<file path="config.mk">
export PLATFORM = sky130hd
export DESIGN_NAME = uart_rx_frame_timer_flat
export DESIGN_NICKNAME = d
export VERILOG_FILES = /design/src/rtl/uart_rx_frame_timer_pkg.sv /design/src/rtl/uart_rx_frame_timer_if.sv /design/src/rtl/uart_rx_frame_timer_rx_sample_window.sv /design/src/rtl/uart_rx_frame_timer.sv /design/src/flat_wrapper.sv
export SDC_FILE = /design/constraint.sdc
export NUM_CORES = 1
export LEC_CHECK = 0
export CORE_ASPECT_RATIO = 0.7
export CORE_MARGIN = 1
export CORE_UTILIZATION = 50
export CTS_BUF_LIST = sky130_fd_sc_hd__clkbuf_4 sky130_fd_sc_hd__clkbuf_8 sky130_fd_sc_hd__clkbuf_16
export DETAILED_ROUTE_END_ITERATION = 6
export MAX_ROUTING_LAYER = met4
export PLACE_DENSITY_LB_ADDON = 0.05
export SLEW_MARGIN = 20
export SYNTH_ARGS = -nofsm -noshare
export SYNTH_HDL_FRONTEND = slang
export SYNTH_SLANG_ARGS = --single-unit
</file>
<file path="constraint.sdc">
create_clock -name CLK -period 4.63 [get_ports CLK]
set_input_delay 0.926 -clock CLK [delete_from_list [all_inputs] [get_ports CLK]]
set_output_delay 0.926 -clock CLK [all_outputs]
set_load 0.02 [all_outputs]
</file>
<file path="src/rtl/uart_rx_frame_timer_pkg.sv">
// -----------------------------------------------------------------------------
// uart_rx_frame_timer_pkg
// Shared UART receiver definitions: timer state encoding, the smallest legal
// oversampling ratio and the three majority-sample index codes.
// -----------------------------------------------------------------------------
package uart_rx_frame_timer_pkg;

    typedef enum logic [1:0] {
        IDLE  = 2'd0,
        COUNT = 2'd1,
        DONE  = 2'd2,
        ERR   = 2'd3
    } state_e;

    // Below this the early/centre/late sample points would not all fit
    // inside one bit period.
    localparam int unsigned PRESCALE_MIN = 4;

    localparam logic [1:0] SAMPLE_EARLY  = 2'd0;
    localparam logic [1:0] SAMPLE_CENTRE = 2'd1;
    localparam logic [1:0] SAMPLE_LATE   = 2'd2;

endpackage

</file>
<file path="src/rtl/uart_rx_frame_timer_if.sv">
// -----------------------------------------------------------------------------
// uart_rx_frame_timer_if
// Bundles the frame timer's control inputs and timing outputs.
//   master : RX FSM side    - drives enable/Prescale/frame_bits, observes timing
//   slave  : frame timer    - consumes control, drives timing outputs
// Signals:
//   enable      frame-active request (low aborts)
//   Prescale    clocks per bit, sampled at frame start
//   frame_bits  bits per frame, sampled at frame start
//   edge_cnt    position inside the current bit
//   bit_cnt     completed bits in the current frame
//   bit_done    one-cycle pulse per completed bit
//   frame_done  one-cycle pulse with the final bit_done
//   sample_stb  high on the three majority-sample positions
//   sample_idx  0/1/2 = early/centre/late
//   cfg_err     high while the requested configuration is illegal
// -----------------------------------------------------------------------------
interface uart_rx_frame_timer_if #(
    parameter int PRESCALE_W = 6,
    parameter int BIT_CNT_W  = 4
);

    logic                  enable;
    logic [PRESCALE_W-1:0] Prescale;
    logic [BIT_CNT_W-1:0]  frame_bits;
    logic [PRESCALE_W-1:0] edge_cnt;
    logic [BIT_CNT_W-1:0]  bit_cnt;
    logic                  bit_done;
    logic                  frame_done;
    logic                  sample_stb;
    logic [1:0]            sample_idx;
    logic                  cfg_err;

    modport master (
        output enable, Prescale, frame_bits,
        input  edge_cnt, bit_cnt, bit_done, frame_done,
               sample_stb, sample_idx, cfg_err
    );

    modport slave (
        input  enable, Prescale, frame_bits,
        output edge_cnt, bit_cnt, bit_done, frame_done,
               sample_stb, sample_idx, cfg_err
    );

endinterface

</file>
<file path="src/rtl/uart_rx_frame_timer_rx_sample_window.sv">
// -----------------------------------------------------------------------------
// rx_sample_window
// Pure combinational decode of the three majority-sample positions around the
// bit centre: edge_cnt == half-1 / half / half+1 -> idx early / centre / late.
// Ports:
//   active      high only while the timer is counting a frame
//   edge_cnt    position inside the current bit
//   half        latched prescale >> 1
//   sample_stb  high on one of the three sample positions
//   sample_idx  which sample position; 0 when sample_stb is low
// -----------------------------------------------------------------------------
module rx_sample_window
    import uart_rx_frame_timer_pkg::*;
#(
    parameter int PRESCALE_W = 6
) (
    input  logic                  active,
    input  logic [PRESCALE_W-1:0] edge_cnt,
    input  logic [PRESCALE_W-1:0] half,
    output logic                  sample_stb,
    output logic [1:0]            sample_idx
);

    logic [PRESCALE_W-1:0] early_pos;
    logic [PRESCALE_W-1:0] late_pos;

    assign early_pos = half - PRESCALE_W'(1);
    assign late_pos  = half + PRESCALE_W'(1);

    always_comb begin
        // NOTE: defaults first so every path assigns both outputs; otherwise
        // the tool infers a latch to hold the old value.
        sample_stb = 1'b0;
        sample_idx = SAMPLE_EARLY;
        if (active) begin
            if (edge_cnt == early_pos) begin
                sample_stb = 1'b1;
                sample_idx = SAMPLE_EARLY;
            end else if (edge_cnt == half) begin
                sample_stb = 1'b1;
                sample_idx = SAMPLE_CENTRE;
            end else if (edge_cnt == late_pos) begin
                sample_stb = 1'b1;
                sample_idx = SAMPLE_LATE;
            end
        end
    end

endmodule

</file>
<file path="src/rtl/uart_rx_frame_timer.sv">
// -----------------------------------------------------------------------------
// uart_rx_frame_timer
// Oversampling timer for the UART receiver. Counts Prescale clock edges per
// bit and bits per frame, pulses bit_done/frame_done, and strobes the three
// majority-sample points of every bit. Prescale and frame_bits are latched on
// the frame start edge; an illegal configuration parks the timer in ERR until
// enable drops.
// Ports:
//   CLK  system clock, rising edge
//   RST  asynchronous active-low reset
//   bus  uart_rx_frame_timer_if slave modport (control in, timing out)
// -----------------------------------------------------------------------------
module uart_rx_frame_timer
    import uart_rx_frame_timer_pkg::*;
#(
    parameter int PRESCALE_W = 6,
    parameter int BIT_CNT_W  = 4
) (
    input  logic                    CLK,
    input  logic                    RST,
    uart_rx_frame_timer_if.slave    bus
);

    state_e                state_q;
    logic [PRESCALE_W-1:0] edge_q;
    logic [BIT_CNT_W-1:0]  bit_q;
    logic                  bit_done_q;
    logic                  frame_done_q;
    logic                  cfg_err_q;
    logic [PRESCALE_W-1:0] p_q;
    logic [BIT_CNT_W-1:0]  f_q;

    logic [PRESCALE_W-1:0] last_edge;
    logic [BIT_CNT_W-1:0]  bit_next;
    logic                  cfg_bad;

    assign last_edge = p_q - PRESCALE_W'(1);
    assign bit_next  = bit_q + BIT_CNT_W'(1);
    assign cfg_bad   = (bus.Prescale < PRESCALE_W'(PRESCALE_MIN)) ||
                       (bus.frame_bits == '0);

    always_ff @(posedge CLK or negedge RST) begin
        // NOTE: state updates use non-blocking assignments so every register
        // sees the pre-edge value of every other register.
        if (!RST) begin
            state_q      <= IDLE;
            edge_q       <= '0;
            bit_q        <= '0;
            bit_done_q   <= 1'b0;
            frame_done_q <= 1'b0;
            cfg_err_q    <= 1'b0;
            p_q          <= '0;
            f_q          <= '0;
        end else if (!bus.enable) begin
            // Abort from any state; the latched config is simply left stale,
            // it is rewritten on the next start.
            state_q      <= IDLE;
            edge_q       <= '0;
            bit_q        <= '0;
            bit_done_q   <= 1'b0;
            frame_done_q <= 1'b0;
            cfg_err_q    <= 1'b0;
        end else begin
            unique case (state_q)
                IDLE: begin
                    if (cfg_bad) begin
                        state_q   <= ERR;
                        cfg_err_q <= 1'b1;
                    end else begin
                        // The start cycle itself is edge 0 of bit 0.
                        p_q     <= bus.Prescale;
                        f_q     <= bus.frame_bits;
                        edge_q  <= PRESCALE_W'(1);
                        bit_q   <= '0;
                        state_q <= COUNT;
                    end
                end
                COUNT: begin
                    if (edge_q == last_edge) begin
                        edge_q       <= '0;
                        bit_q        <= bit_next;
                        bit_done_q   <= 1'b1;
                        frame_done_q <= (bit_next == f_q);
                        if (bit_next == f_q) begin
                            state_q <= DONE;
                        end
                    end else begin
                        edge_q       <= edge_q + PRESCALE_W'(1);
                        bit_done_q   <= 1'b0;
                        frame_done_q <= 1'b0;
                    end
                end
                DONE: begin
                    // Parked until enable drops; no restart while high.
                    edge_q       <= '0;
                    bit_q        <= f_q;
                    bit_done_q   <= 1'b0;
                    frame_done_q <= 1'b0;
                end
                ERR: begin
                    edge_q    <= '0;
                    bit_q     <= '0;
                    cfg_err_q <= 1'b1;
                end
                default: begin
                    state_q <= IDLE;
                end
            endcase
        end
    end

    rx_sample_window #(
        .PRESCALE_W (PRESCALE_W)
    ) u_sample_window (
        .active     (state_q == COUNT),
        .edge_cnt   (edge_q),
        .half       (p_q >> 1),
        .sample_stb (bus.sample_stb),
        .sample_idx (bus.sample_idx)
    );

    assign bus.edge_cnt   = edge_q;
    assign bus.bit_cnt    = bit_q;
    assign bus.bit_done   = bit_done_q;
    assign bus.frame_done = frame_done_q;
    assign bus.cfg_err    = cfg_err_q;

endmodule

</file>
<file path="src/flat_wrapper.sv">
// flat-port wrapper written by rule: the top's interface ports become plain ports
module uart_rx_frame_timer_flat import uart_rx_frame_timer_pkg::*;
#(
    parameter int PRESCALE_W = 6,
    parameter int BIT_CNT_W  = 4
)
  (CLK, RST, bus_enable, bus_Prescale, bus_frame_bits, bus_edge_cnt, bus_bit_cnt, bus_bit_done, bus_frame_done, bus_sample_stb, bus_sample_idx, bus_cfg_err);
  uart_rx_frame_timer_if #(.PRESCALE_W(PRESCALE_W), .BIT_CNT_W(BIT_CNT_W)) bus_i ();
  input  logic CLK;
  input  logic RST;
  input wire logic [$bits(bus_i.enable)-1:0] bus_enable;
  input wire logic [$bits(bus_i.Prescale)-1:0] bus_Prescale;
  input wire logic [$bits(bus_i.frame_bits)-1:0] bus_frame_bits;
  output wire logic [$bits(bus_i.edge_cnt)-1:0] bus_edge_cnt;
  output wire logic [$bits(bus_i.bit_cnt)-1:0] bus_bit_cnt;
  output wire logic [$bits(bus_i.bit_done)-1:0] bus_bit_done;
  output wire logic [$bits(bus_i.frame_done)-1:0] bus_frame_done;
  output wire logic [$bits(bus_i.sample_stb)-1:0] bus_sample_stb;
  output wire logic [$bits(bus_i.sample_idx)-1:0] bus_sample_idx;
  output wire logic [$bits(bus_i.cfg_err)-1:0] bus_cfg_err;
  assign bus_i.enable = bus_enable;
  assign bus_i.Prescale = bus_Prescale;
  assign bus_i.frame_bits = bus_frame_bits;
  assign bus_edge_cnt = bus_i.edge_cnt;
  assign bus_bit_cnt = bus_i.bit_cnt;
  assign bus_bit_done = bus_i.bit_done;
  assign bus_frame_done = bus_i.frame_done;
  assign bus_sample_stb = bus_i.sample_stb;
  assign bus_sample_idx = bus_i.sample_idx;
  assign bus_cfg_err = bus_i.cfg_err;
  uart_rx_frame_timer #(.PRESCALE_W(PRESCALE_W), .BIT_CNT_W(BIT_CNT_W)) u_core (.CLK(CLK), .RST(RST), .bus(bus_i));
endmodule
</file>
---- Yosys cells after proc, flatten, opt, wreduce, memory -nomap -nowiden ----
Cells that the tools add are included.
word-level totals
  bits in registers ....................... 25
  input port bits ......................... 13
  output and inout bits ................... 16
  word-level logic and storage cells ...... 68
operators by class
  add/subtract/negate cells ............... 5
  order comparisons ....................... 1
  equal/unequal tests ..................... 15
  muxes and demuxes ....................... 30
  bitwise logic cells ..................... 1
  reduce and logical (&&, ||, !) cells .... 8
operators with widths
  operator                                                                      number
  6-bit == test                                                                 3
  6-bit two-way mux                                                             3
  6-bit case mux with 3 select lines                                            1
  2-bit two-way mux                                                             8
  4-bit case mux with 4 select lines                                            1
  4-bit two-way mux                                                             3
  1-bit two-way mux                                                             10
  3-bit by 1-bit != test with 1-bit output, second input constant               3
  3-bit by 2-bit != test with 1-bit output, second input constant               3
  5-bit by 1-bit adder with 6-bit output, second input constant                 1
  6-bit by 1-bit adder with 6-bit output, second input constant                 1
  6-bit by 5-bit == test with 1-bit output                                      1
  6-bit by 3-bit less-than comparator with 1-bit output, second input constant  1
  1-bit case mux with 2 select lines                                            3
  3-bit AND reduction                                                           2
  5-bit by 1-bit subtractor with 6-bit output, second input constant            1
  6-bit by 1-bit subtractor with 6-bit output, second input constant            1
  4-bit by 1-bit adder with 4-bit output, second input constant                 1
  2-bit == test, second input constant                                          2
  4-bit == test                                                                 1
  4-bit zero test                                                               1
  2-bit case mux with 2 select lines                                            1
  2-bit AND reduction                                                           2
  3-bit != test, second input constant                                          1
  other kinds (5)                                                               5

---- Longest topological paths before layout ----
Gate-level depths: netlist of run 1.
  depth after elaboration ................. 6
  depth in mapped cells ................... 9
  depth with buffers taken out ............ 8

---- By module ----
Synthesis of run 1 repeated with hierarchy kept, for this count alone.
unflattened totals
  cell total of the unflattened synthesis .. 190
  area, all modules ....................... 1849.3 µm²
modules (own cells, without submodules)
  module               times used  cells each  area each (µm²)  sequential area each (µm²)
  uart_rx_frame_timer  1           146         1501.4           625.6
  rx_sample_window     1           44          347.8            0.0

---- Worst setup path after synthesis of run 1 ----
Ideal clock, no wire load.
  kind .................................... reg-to-output
  from .................................... register u_core.p_q[2]
  to ...................................... output bus_sample_stb
  arrival ................................. 1721 ps
  required time ........................... 3704 ps
  slack ................................... 1983 ps
  stages on the path, launching flop included .. 8
  buffers on the path ..................... 1
  cells stage by stage .................... dfrtp_1 -> buf_2 -> inv_1 -> ha_1 -> xor2_1 -> a211oi_1 -> o2111a_1 -> a21o_1
between the ends
  cells in the longest elaborated chain, start to end .. 6
  elaborated cells on any way between the ends .. 9
  classes of those cells .................. add/sub: 2; eq/ne: 3; mux: 4
RTL lines
  item                                    RTL line                                    RTL
  from (decl)                             uart_rx_frame_timer.sv:30                   logic [PRESCALE_W-1:0] p_q;
  from (signal assigned)                  uart_rx_frame_timer.sv:71                   p_q <= bus.Prescale;
  5-bit by 1-bit adder with 6-bit output  uart_rx_frame_timer_rx_sample_window.sv:28  assign late_pos = half + PRESCALE_W'(1);
  6-bit == test                           uart_rx_frame_timer_rx_sample_window.sv:42  end else if (edge_cnt == late_pos) begin
  1-bit two-way mux                       uart_rx_frame_timer_rx_sample_window.sv:42
  1-bit two-way mux                       uart_rx_frame_timer_rx_sample_window.sv:39  end else if (edge_cnt == half) begin
  1-bit two-way mux *                     uart_rx_frame_timer_rx_sample_window.sv:36  if (edge_cnt == early_pos) begin
  1-bit two-way mux *                     uart_rx_frame_timer_rx_sample_window.sv:35  if (active) begin
  to (decl)                               flat_wrapper.sv:18                          output wire logic [$bits(bus_i.sample_stb)-1:0] bus_sample_stb;
Mark *: on every way between the ends. The rest lies on a longest branch, timed or not.

---- Worst setup path in the final report of run 1 ----
Same ends and word-level chain as after synthesis.

==> results by group, run 1 <==
Timing
  – Minimum period implied by the final worst setup slack: 3.609 ns
  – Unrepaired setup endpoints after global routing: no
  – Setup TNS Final: 0 ns
  – Total of endpoints with negative setup slack in the final report: 0
  – Count of final hold-check violations: 0
  – Post-Route Hold Slack: 0.5233 ns
  – Number of max-slew violations in the final report: 0
  – Peak Freq: 277.1 MHz
  – Measured slew at the worst slew-check pin: roughly 0.92 ns
  – Slew margin rel.: 38.13%
  – Max Clock Skew: 0.002261 ns
  – Period Utilization, post-route: between 70% and 80%

Clock network
  – Clock transition at the register clock pins on the worst setup and hold paths after CTS: 0.09 ns
  – Maximum level of the CTS H-tree: 1
  – CTS Root Cell: sky130_fd_sc_hd__clkbuf_8
  – Quantity of gates resized following cts: 0
  – Buffers inserted by post-CTS timing repair: 0
  – Post-CTS Hold Buffers: 0
  – Clk_lat worst skew: 0.27 ns
  – CTS tree: built
  – CTS Buffer Depth: 2
  – Total CTS buffers: 3
  – Number of clock sinks: 25

Drt
  – Via total after detailed routing: roughly 1500
  – Routed len/inst: 15.75 um
  – Via-to-Cell Ratio: 5.803
  – Post-Route WL: roughly 4000 um
  – Total iterations of the first detailed-routing run: 4
  – DRC errors left: 0
  – Count of routing violations after the opening detailed-route iteration: 143
  – Number of nets still failing antenna checks after routing: 0

Critical path
  – Maximum cell stage delay along the critical path: 0.59 ns
  – Setup crit end kind: output port
  – Critical Setup Path Class: reg -> out
  – Sequence of cells on the critical path: inv_1 > ha_1 > nand2b_1 > a21oi_1 > a311oi_1 > a31oi_1 > o21ai_0 > a21o_1 > clkdlybuf4s50_1
  – Gate family responsible for the most delay along the worst path: compound AO/OA/AOI/OAI gates
  – Critical path required time: 3.70 ns
  – Peak fanout along the critical path: 9
  – Startpoint types: flip-flop
  – Number of buffers and inverters on the critical path: 2
  – Worst-path cell with the longest stage delay: sky130_fd_sc_hd__clkdlybuf4s50_1
  – Data arrival time at the worst-slack endpoint: approximately 2.7 ns

GRT
  – Via count of the first global-routing pass: between 1000 and 1500
  – Global-route wire length before repair: 7003 um
  – Total GRT Usage: 25.61%
  – Total congestion overflow after global routing: 0
  – Maximum number of pins on one net before global-route repair: 26
  – Initial antenna violation count: 0

Power and ir drop
  – Design Power: 821.1 uW
  – Leakage power: 0.8561 nW
  – Power density cells: 390.8 mW/mm2
  – VDD IR-drop max: between 0.0002 and 0.0003 V

Run
  – Number of maximum-capacitance violations: 0

Layout
  – Most common cell after layout, fill and taps aside: sky130_fd_sc_hd__clkdlybuf4s50_1
  – Share of layout cells above drive strength 1: roughly 7.7%
  – Commonest non-fill, non-tap cells in the layout: sky130_fd_sc_hd__clkdlybuf4s50_1 (27), sky130_fd_sc_hd__dfrtp_1 (25), sky130_fd_sc_hd__nand2_1 (13)
  – Area Overhead vs Synth: 20.10%
  – Diodes inserted: 0
  – Final net count: about 230

Die
  – Number of placement rows: 17
  – Die boundary height: 51.49 um
  – Placeable core area: 0.003233 mm2
  – Die Width: 72.70 um
  – Initial core utilization: a little over half
  – Die outline area: 0.003743 mm2
  – Number of top-level design ports: 29

Logic synthesis
  – Seq/Total Area, Yosys: a little over a third
  – Synth warn: 0
  – Post-synthesis sequential element count: 25
  – Fraction of registers with async set/reset: 100.0%
  – Number of instances in the synthesized netlist: 184
  – Cell types occupying the most area after synthesis: sky130_fd_sc_hd__dfrtp_1 (36%), sky130_fd_sc_hd__ha_1 (7.2%), sky130_fd_sc_hd__xor2_1 (6.0%)
  – Mapped Area: 0.001749 mm2
  – Netlist cell types: 44
  – Library cell occupying the most area in the post-synthesis netlist: sky130_fd_sc_hd__dfrtp_1
  – Synthesized netlist net count: between 200 and 250
  – Post-synthesis area per instance: around 9.5 um2
  – Area share of the largest cell type after synthesis: 35.77%
  – Most instantiated flip-flop cell in the synthesis netlist: sky130_fd_sc_hd__dfrtp_1
  – Number of synthesized flops with an enable pin: 0

Placement
  – Placer congestion estimate: 1.004
  – Buffers added on ports: 28
  – Half-perimeter wire length after placement: 3004 um

Worst hold path
  – Worst hold-check path type: reg -> reg

Outcome
  – Result of the run: finished, final reports clean
cell usage after synthesis, types with 2 or more instances:
| cell | instances |
|---|---|
| sky130_fd_sc_hd__nand3b_1 | 4 |
| sky130_fd_sc_hd__buf_2 | 4 |
| sky130_fd_sc_hd__clkbuf_1 | 7 |
| sky130_fd_sc_hd__inv_1 | 6 |
| sky130_fd_sc_hd__ha_1 | 10 |
| sky130_fd_sc_hd__mux2_2 | 7 |
| sky130_fd_sc_hd__nand2_1 | 13 |
| sky130_fd_sc_hd__and3_1 | 2 |
| sky130_fd_sc_hd__a22oi_1 | 3 |
| sky130_fd_sc_hd__o21ai_0 | 8 |
| sky130_fd_sc_hd__nor3_1 | 5 |
| sky130_fd_sc_hd__o2bb2ai_1 | 4 |
| sky130_fd_sc_hd__nand4_1 | 3 |
| sky130_fd_sc_hd__a22o_1 | 3 |
| sky130_fd_sc_hd__o31ai_1 | 4 |
| sky130_fd_sc_hd__nor2b_1 | 4 |
| sky130_fd_sc_hd__o21ai_1 | 2 |
| sky130_fd_sc_hd__nand3_1 | 7 |
| sky130_fd_sc_hd__nand2b_1 | 3 |
| sky130_fd_sc_hd__xor2_1 | 12 |
| sky130_fd_sc_hd__xnor2_1 | 11 |
| sky130_fd_sc_hd__dfrtp_1 | 25 |
| sky130_fd_sc_hd__a31oi_1 | 3 |
| sky130_fd_sc_hd__a21oi_1 | 3 |
| sky130_fd_sc_hd__o41ai_1 | 3 |
| sky130_fd_sc_hd__nor2_1 | 10 |
cell families (layout without fill, tap and decap cells):
family	Yosys count	in the layout	synth area share, %
adders and majority gates	10	10	7.153
DFF	25	25	35.77
xor gates and xnor gates	23	23	11.52
and+or+nand+nor	56	56	16.67
AOI/OAI and AO/OA	45	45	19.89
muxes	8	8	5.079
buffers and inverters	17	40	3.934
power breakdown:
| part | internal (mW) | switching (mW) | leakage [nW] |
|---|---|---|---|
| registers | 0.257 | 0.0743 | 0.323 |
| logic | 0.165 | 0.193 | 0.512 |
| clock network | 0.0610 | 0.0711 | 0.0217 |
| total | 0.482 | 0.339 | 0.856 |
metal layers:
| metal | share of wire (%) | vias up | GRT usage (%) |
|---|---|---|---|
| li1 | - | 724 | - |
| met1 | 51 | 684 | 38.40 |
| met2 | 42 | 62 | 36.29 |
| met3 | 6.5 | 4 | 4.142 |
| met4 | 0.53 | 0 | 4.902 |
| met5 | 0 | - | - |
flip-flops by register name, summed over array words and instances (netlist names):
| register | cells |
|---|---|
| u_core.state_q | 2 |
| u_core.bus.bit_cnt | 4 |
| u_core.p_q | 6 |
| u_core.bus.bit_done | 1 |
| u_core.bus.edge_cnt | 6 |
| u_core.bus.frame_done | 1 |
| u_core.f_q | 4 |
| u_core.bus.cfg_err | 1 |
area by class of cell:
cell class	instances	area (um2)
Fill cell	282	1132
Multi-Input combinational cell	142	1055
Sequential cell	25	625.6
Timing Repair Buffer	30	290.3
Tap cell	47	58.81
Clock buffer	3	41.29
Inverter	6	22.52
Clock inverter	1	7.507
stage by stage:
step,cell area [um2],setup WS (ns),utilization (%),instances
global placement,2057,1.430,63.62,250
floorplan,1749,1.983,-,184
global route,2101,0.7727,64.98,254
detailed placement,2057,1.355,63.62,250
CTS,2106,1.031,65.13,254
finish,2101,1.021,64.98,254
path summary, 6_finish.rpt:
path / cells past startpoint / to / startpoint / slack (ns)
worst max register to register: 8 / u_core.bus.edge_cnt[5] / u_core.p_q[2] / 1.85
min in group asynchronous: 1 / u_core.bus.bit_cnt[1] / RST / 0.63
worst min register to register: 2 / u_core.bus.frame_done / u_core.bus.frame_done / 0.52
max in group asynchronous: 1 / u_core.bus.edge_cnt[0] / RST / 3.63
worst min-delay path: 2 / u_core.bus.frame_done / u_core.bus.frame_done / 0.52
worst max-delay path: 9 / bus_sample_stb / u_core.p_q[2] / 1.02
worst reg2reg max path: cells and delay by family, from the launching register on:
kind            cells  cell delay [ns]
xor+xnor            1             0.18
compound gates      2             0.90
buf+inv             1             0.17
simple gates        3             0.65
fa+ha+maj           1             0.26
flops               1             0.49
Note: power is estimated with default switching activity, not from simulation.
==> run 2, diff against run 1 <==
--- a/config.mk
+++ b/config.mk
@@ -7,7 +7,7 @@
 export LEC_CHECK = 0
 export CORE_ASPECT_RATIO = 0.7
 export CORE_MARGIN = 1
-export CORE_UTILIZATION = 50
+export CORE_UTILIZATION = 48
 export CTS_BUF_LIST = sky130_fd_sc_hd__clkbuf_4 sky130_fd_sc_hd__clkbuf_8 sky130_fd_sc_hd__clkbuf_16
 export DETAILED_ROUTE_END_ITERATION = 6
 export MAX_ROUTING_LAYER = met4
==> constraint.sdc (replaced) <==
create_clock -name CLK -period 3.3 [get_ports CLK]
set_input_delay 0.66 -clock CLK [delete_from_list [all_inputs] [get_ports CLK]]
set_output_delay 0.66 -clock CLK [all_outputs]
set_load 0.02 [all_outputs]
==> run 2 against run 1 <==
Against the previous run:
- clock power grew 45%
- register-to-register slack lost 1.2 ns
- combinational power grew 46%
- global-route usage shrank 0.59 points
- final cell count grew 0.79%
- clock skew is essentially flat
- critical path type unchanged
- critical endpoint is now bus_sample_idx[1]
- largest cell class unchanged
- highest routed layer unchanged
==> results by group, run 2 (synthesis results as in run 1) <==
Critical path
  – Startpoint types: flip-flop
  – Startpoint of the most critical setup path: u_core.p_q[1]
  – R2r endpoint: u_core.bus.edge_cnt[5]
  – Peak fanout along the critical path: 6 (-3)
  – Destination of the critical timing path: bus_sample_idx[1]
  – Data arrival time at the worst-slack endpoint: 2.42 ns (-0.26 ns)
  – Critical path required time: 2.64 ns (-1.06 ns)
  – Number of cells traversed by the worst register-to-register path: 8 (unchanged)
  – Worst flop-to-flop path startpoint: u_core.p_q[2]
  – Critical Setup Path Class: reg -> out
  – Register-to-register path setup slack: 0.68 ns (-1.17 ns)
  – Setup crit end kind: output port

Drt
  – Routed metal-1 wirelength: 2183 um (+6.5%)
  – Via total after detailed routing: 1504 (+2.0%)
  – Highest layer used for signal routing: met4
  – Met2 wire length: 1767 um (+6.0%)
  – Count of routing violations after the opening detailed-route iteration: 222 (+55%)
  – Number of nets still failing antenna checks after routing: 0 (unchanged)
  – Met3 routed wirelength: 194 um (-25%)
  – Total iterations of the first detailed-routing run: 4 (unchanged)
  – DRC errors left: 0 (unchanged)
  – Routed len/inst: 16.34 um (+3.7%)
  – Via-to-Cell Ratio: 5.875 (+1.2%)
  – Post-Route WL: 4182 um (+4.6%)

Die
  – Die outline area: 0.003893 mm2 (+4.0%)
  – Initial core utilization: 52.71% (-1.4 points)
  – Die boundary height: 52.51 um (+2.0%)
  – Placeable core area: 0.003318 mm2 (+2.6%)
  – Number of placement rows: 17 (unchanged)
  – Die Width: 74.15 um (+2.0%)
  – Number of top-level design ports: 29 (unchanged)

Timing
  – Total of endpoints with negative setup slack in the final report: 0 (unchanged)
  – Slew margin rel.: 33.97% (-4.2 points)
  – Max Clock Skew: 0.002702 ns (+0.0004403 ns)
  – Period Utilization, post-route: between 90 and 100%
  – Peak Freq: 324.8 MHz
  – Count of final hold-check violations: 0 (unchanged)
  – Post-Route Hold Slack: 0.5032 ns (-0.02011 ns)
  – Measured slew at the worst slew-check pin: 0.9776 ns (+0.05300 ns)
  – Number of max-slew violations in the final report: 0 (unchanged)
  – Unrepaired setup endpoints after global routing: no
  – Setup TNS Final: 0 ns (unchanged)
  – Minimum period implied by the final worst setup slack: 3.079 ns

Layout
  – Area Overhead vs Synth: 21.60%
  – Most common cell after layout, fill and taps aside: sky130_fd_sc_hd__clkdlybuf4s50_1
  – Commonest non-fill, non-tap cells in the layout: sky130_fd_sc_hd__clkdlybuf4s50_1 (27), sky130_fd_sc_hd__dfrtp_1 (24), sky130_fd_sc_hd__nand2_1 (13)
  – Combined area of the multi-input logic cells: 0.001057 mm2 (+0.24%)
  – Register area: 626.9 um2 (+0.20%)
  – Share of layout cells above drive strength 1: 9.091% (+1.4 points)
  – FILL cells: 297 (+5.3%)
  – Final net count: 233 (+0.87%)
  – Final Core Density: 64.10% (-0.87 points)
  – Diodes inserted: 0 (unchanged)

Clock network
  – Maximum level of the CTS H-tree: 1 (unchanged)
  – CTS Root Cell: sky130_fd_sc_hd__clkbuf_8
  – CTS Buffer Depth: 2 (unchanged)
  – Clock transition at the register clock pins on the worst setup and hold paths after CTS: 0.09 ns (about the same)
  – Number of clock sinks: 25 (unchanged)
  – CTS tree: built
  – Post-CTS Hold Buffers: 0 (unchanged)
  – Total CTS buffers: 3 (unchanged)
  – Clk_lat worst skew: 0.28 ns (about the same)

GRT
  – Total GRT Usage: 25.02% (-0.59 points)
  – Initial antenna violation count: 0 (unchanged)
  – Global-route wire length before repair: 6858 um (-2.1%)
  – Via count of the first global-routing pass: 1357 (-1.6%)
  – Maximum number of pins on one net before global-route repair: 26 (unchanged)
  – Total congestion overflow after global routing: 0 (unchanged)

Placement
  – Half-perimeter wire length after placement: 3160 um (+5.2%)
  – Placer congestion estimate: 0.9498 (-5.4%)
  – Buffers added on ports: 28 (unchanged)

Power and ir drop
  – VDD IR-drop max: 0.0004474 V (+69%)
  – Leakage power: 0.8811 nW (+2.9%)
  – Power density cells: 551.1 mW/mm2 (+41%)

Worst hold path
  – Worst hold path stage count: 1 (-1)
  – Worst hold-check path type: reg -> reg

Outcome
  – Result of the run: finished, final reports clean

Run
  – Number of maximum-capacitance violations: 0 (unchanged)
==> run 2: cell count changes in the layout (fill, tap and decap cells not counted), sizes merged <==
cell / delta
buf: +1
dlymetal6s2s: +1
==> run 2: report_power, final <==
| part | switching, mW | internal, mW | leakage (nW) |
|---|---|---|---|
| Clock | 0.105 | 0.0858 | 0.0217 |
| Sequential | 0.0961 | 0.361 | 0.321 |
| Combinational | 0.284 | 0.239 | 0.538 |
==> run 2: cell type report <==
| type | instances | area share [%] |
|---|---|---|
| clock buffer | 3 | 1.941 |
| tap | 47 | 2.765 |
| inverter | 6 | 1.059 |
| clock inverter | 1 | 0.3529 |
| sequential | 25 | 29.47 |
| timing repair buffer | 32 | 14.71 |
| multi-input combinational | 142 | 49.71 |
==> run 2: what timing repair did <==
action / 4_1_cts / 5_1_grt
hold endpoints to repair: 0 / 0
gates cloned: 0 / 0
resized for setup: 2 / 1
setup endpoints to repair: 1 / 1
setup buffers: 0 / 0
==> run 2: critical path, cell delays in order, from the launching register on <==
cell and delay, ns:
sky130_fd_sc_hd__dfrtp_1 0.46, sky130_fd_sc_hd__inv_1 0.13, sky130_fd_sc_hd__ha_1 0.32, sky130_fd_sc_hd__xor2_1 0.17, sky130_fd_sc_hd__a211oi_1 0.20, sky130_fd_sc_hd__o2111a_1 0.25, sky130_fd_sc_hd__clkdlybuf4s50_1 0.61
==> run 2: per-stage QoR <==
step	total power [mW]	instances	instance area (um2)	setup slack (ns)
2_1_floorplan	0.8243	184	1749	0.9190
3_3_place_gp	0.9479	252	2072	0.3760
3_5_place_dp	0.9727	252	2072	0.2746
4_1_cts	1.171	256	2125	0.02627
5_1_grt	1.251	256	2127	0.05900
6_report	1.172	256	2127	0.2213
==> run 2: how the worst min path moves through the flow <==
| stage | from | to | slack, ns |
|---|---|---|---|
| final | u_core.bus.cfg_err | u_core.bus.cfg_err | 0.50 |
| after detailed placement | u_core.bus.cfg_err | u_core.bus.cfg_err | 0.49 |
| after global placement | u_core.bus.cfg_err | u_core.bus.cfg_err | 0.47 |
| after global routing | u_core.bus.cfg_err | u_core.bus.cfg_err | 0.53 |
| after floorplan | RST | u_core.bus.bit_cnt[0] | 0.36 |
| after CTS | u_core.bus.cfg_err | u_core.bus.cfg_err | 0.51 |
==> run 2: per-layer routing <==
metal	up-vias	global-route usage, %
met5	-	-
met4	0	6.731
met3	4	4.615
met2	39	34.39
met1	737	37.29
li1	724	-
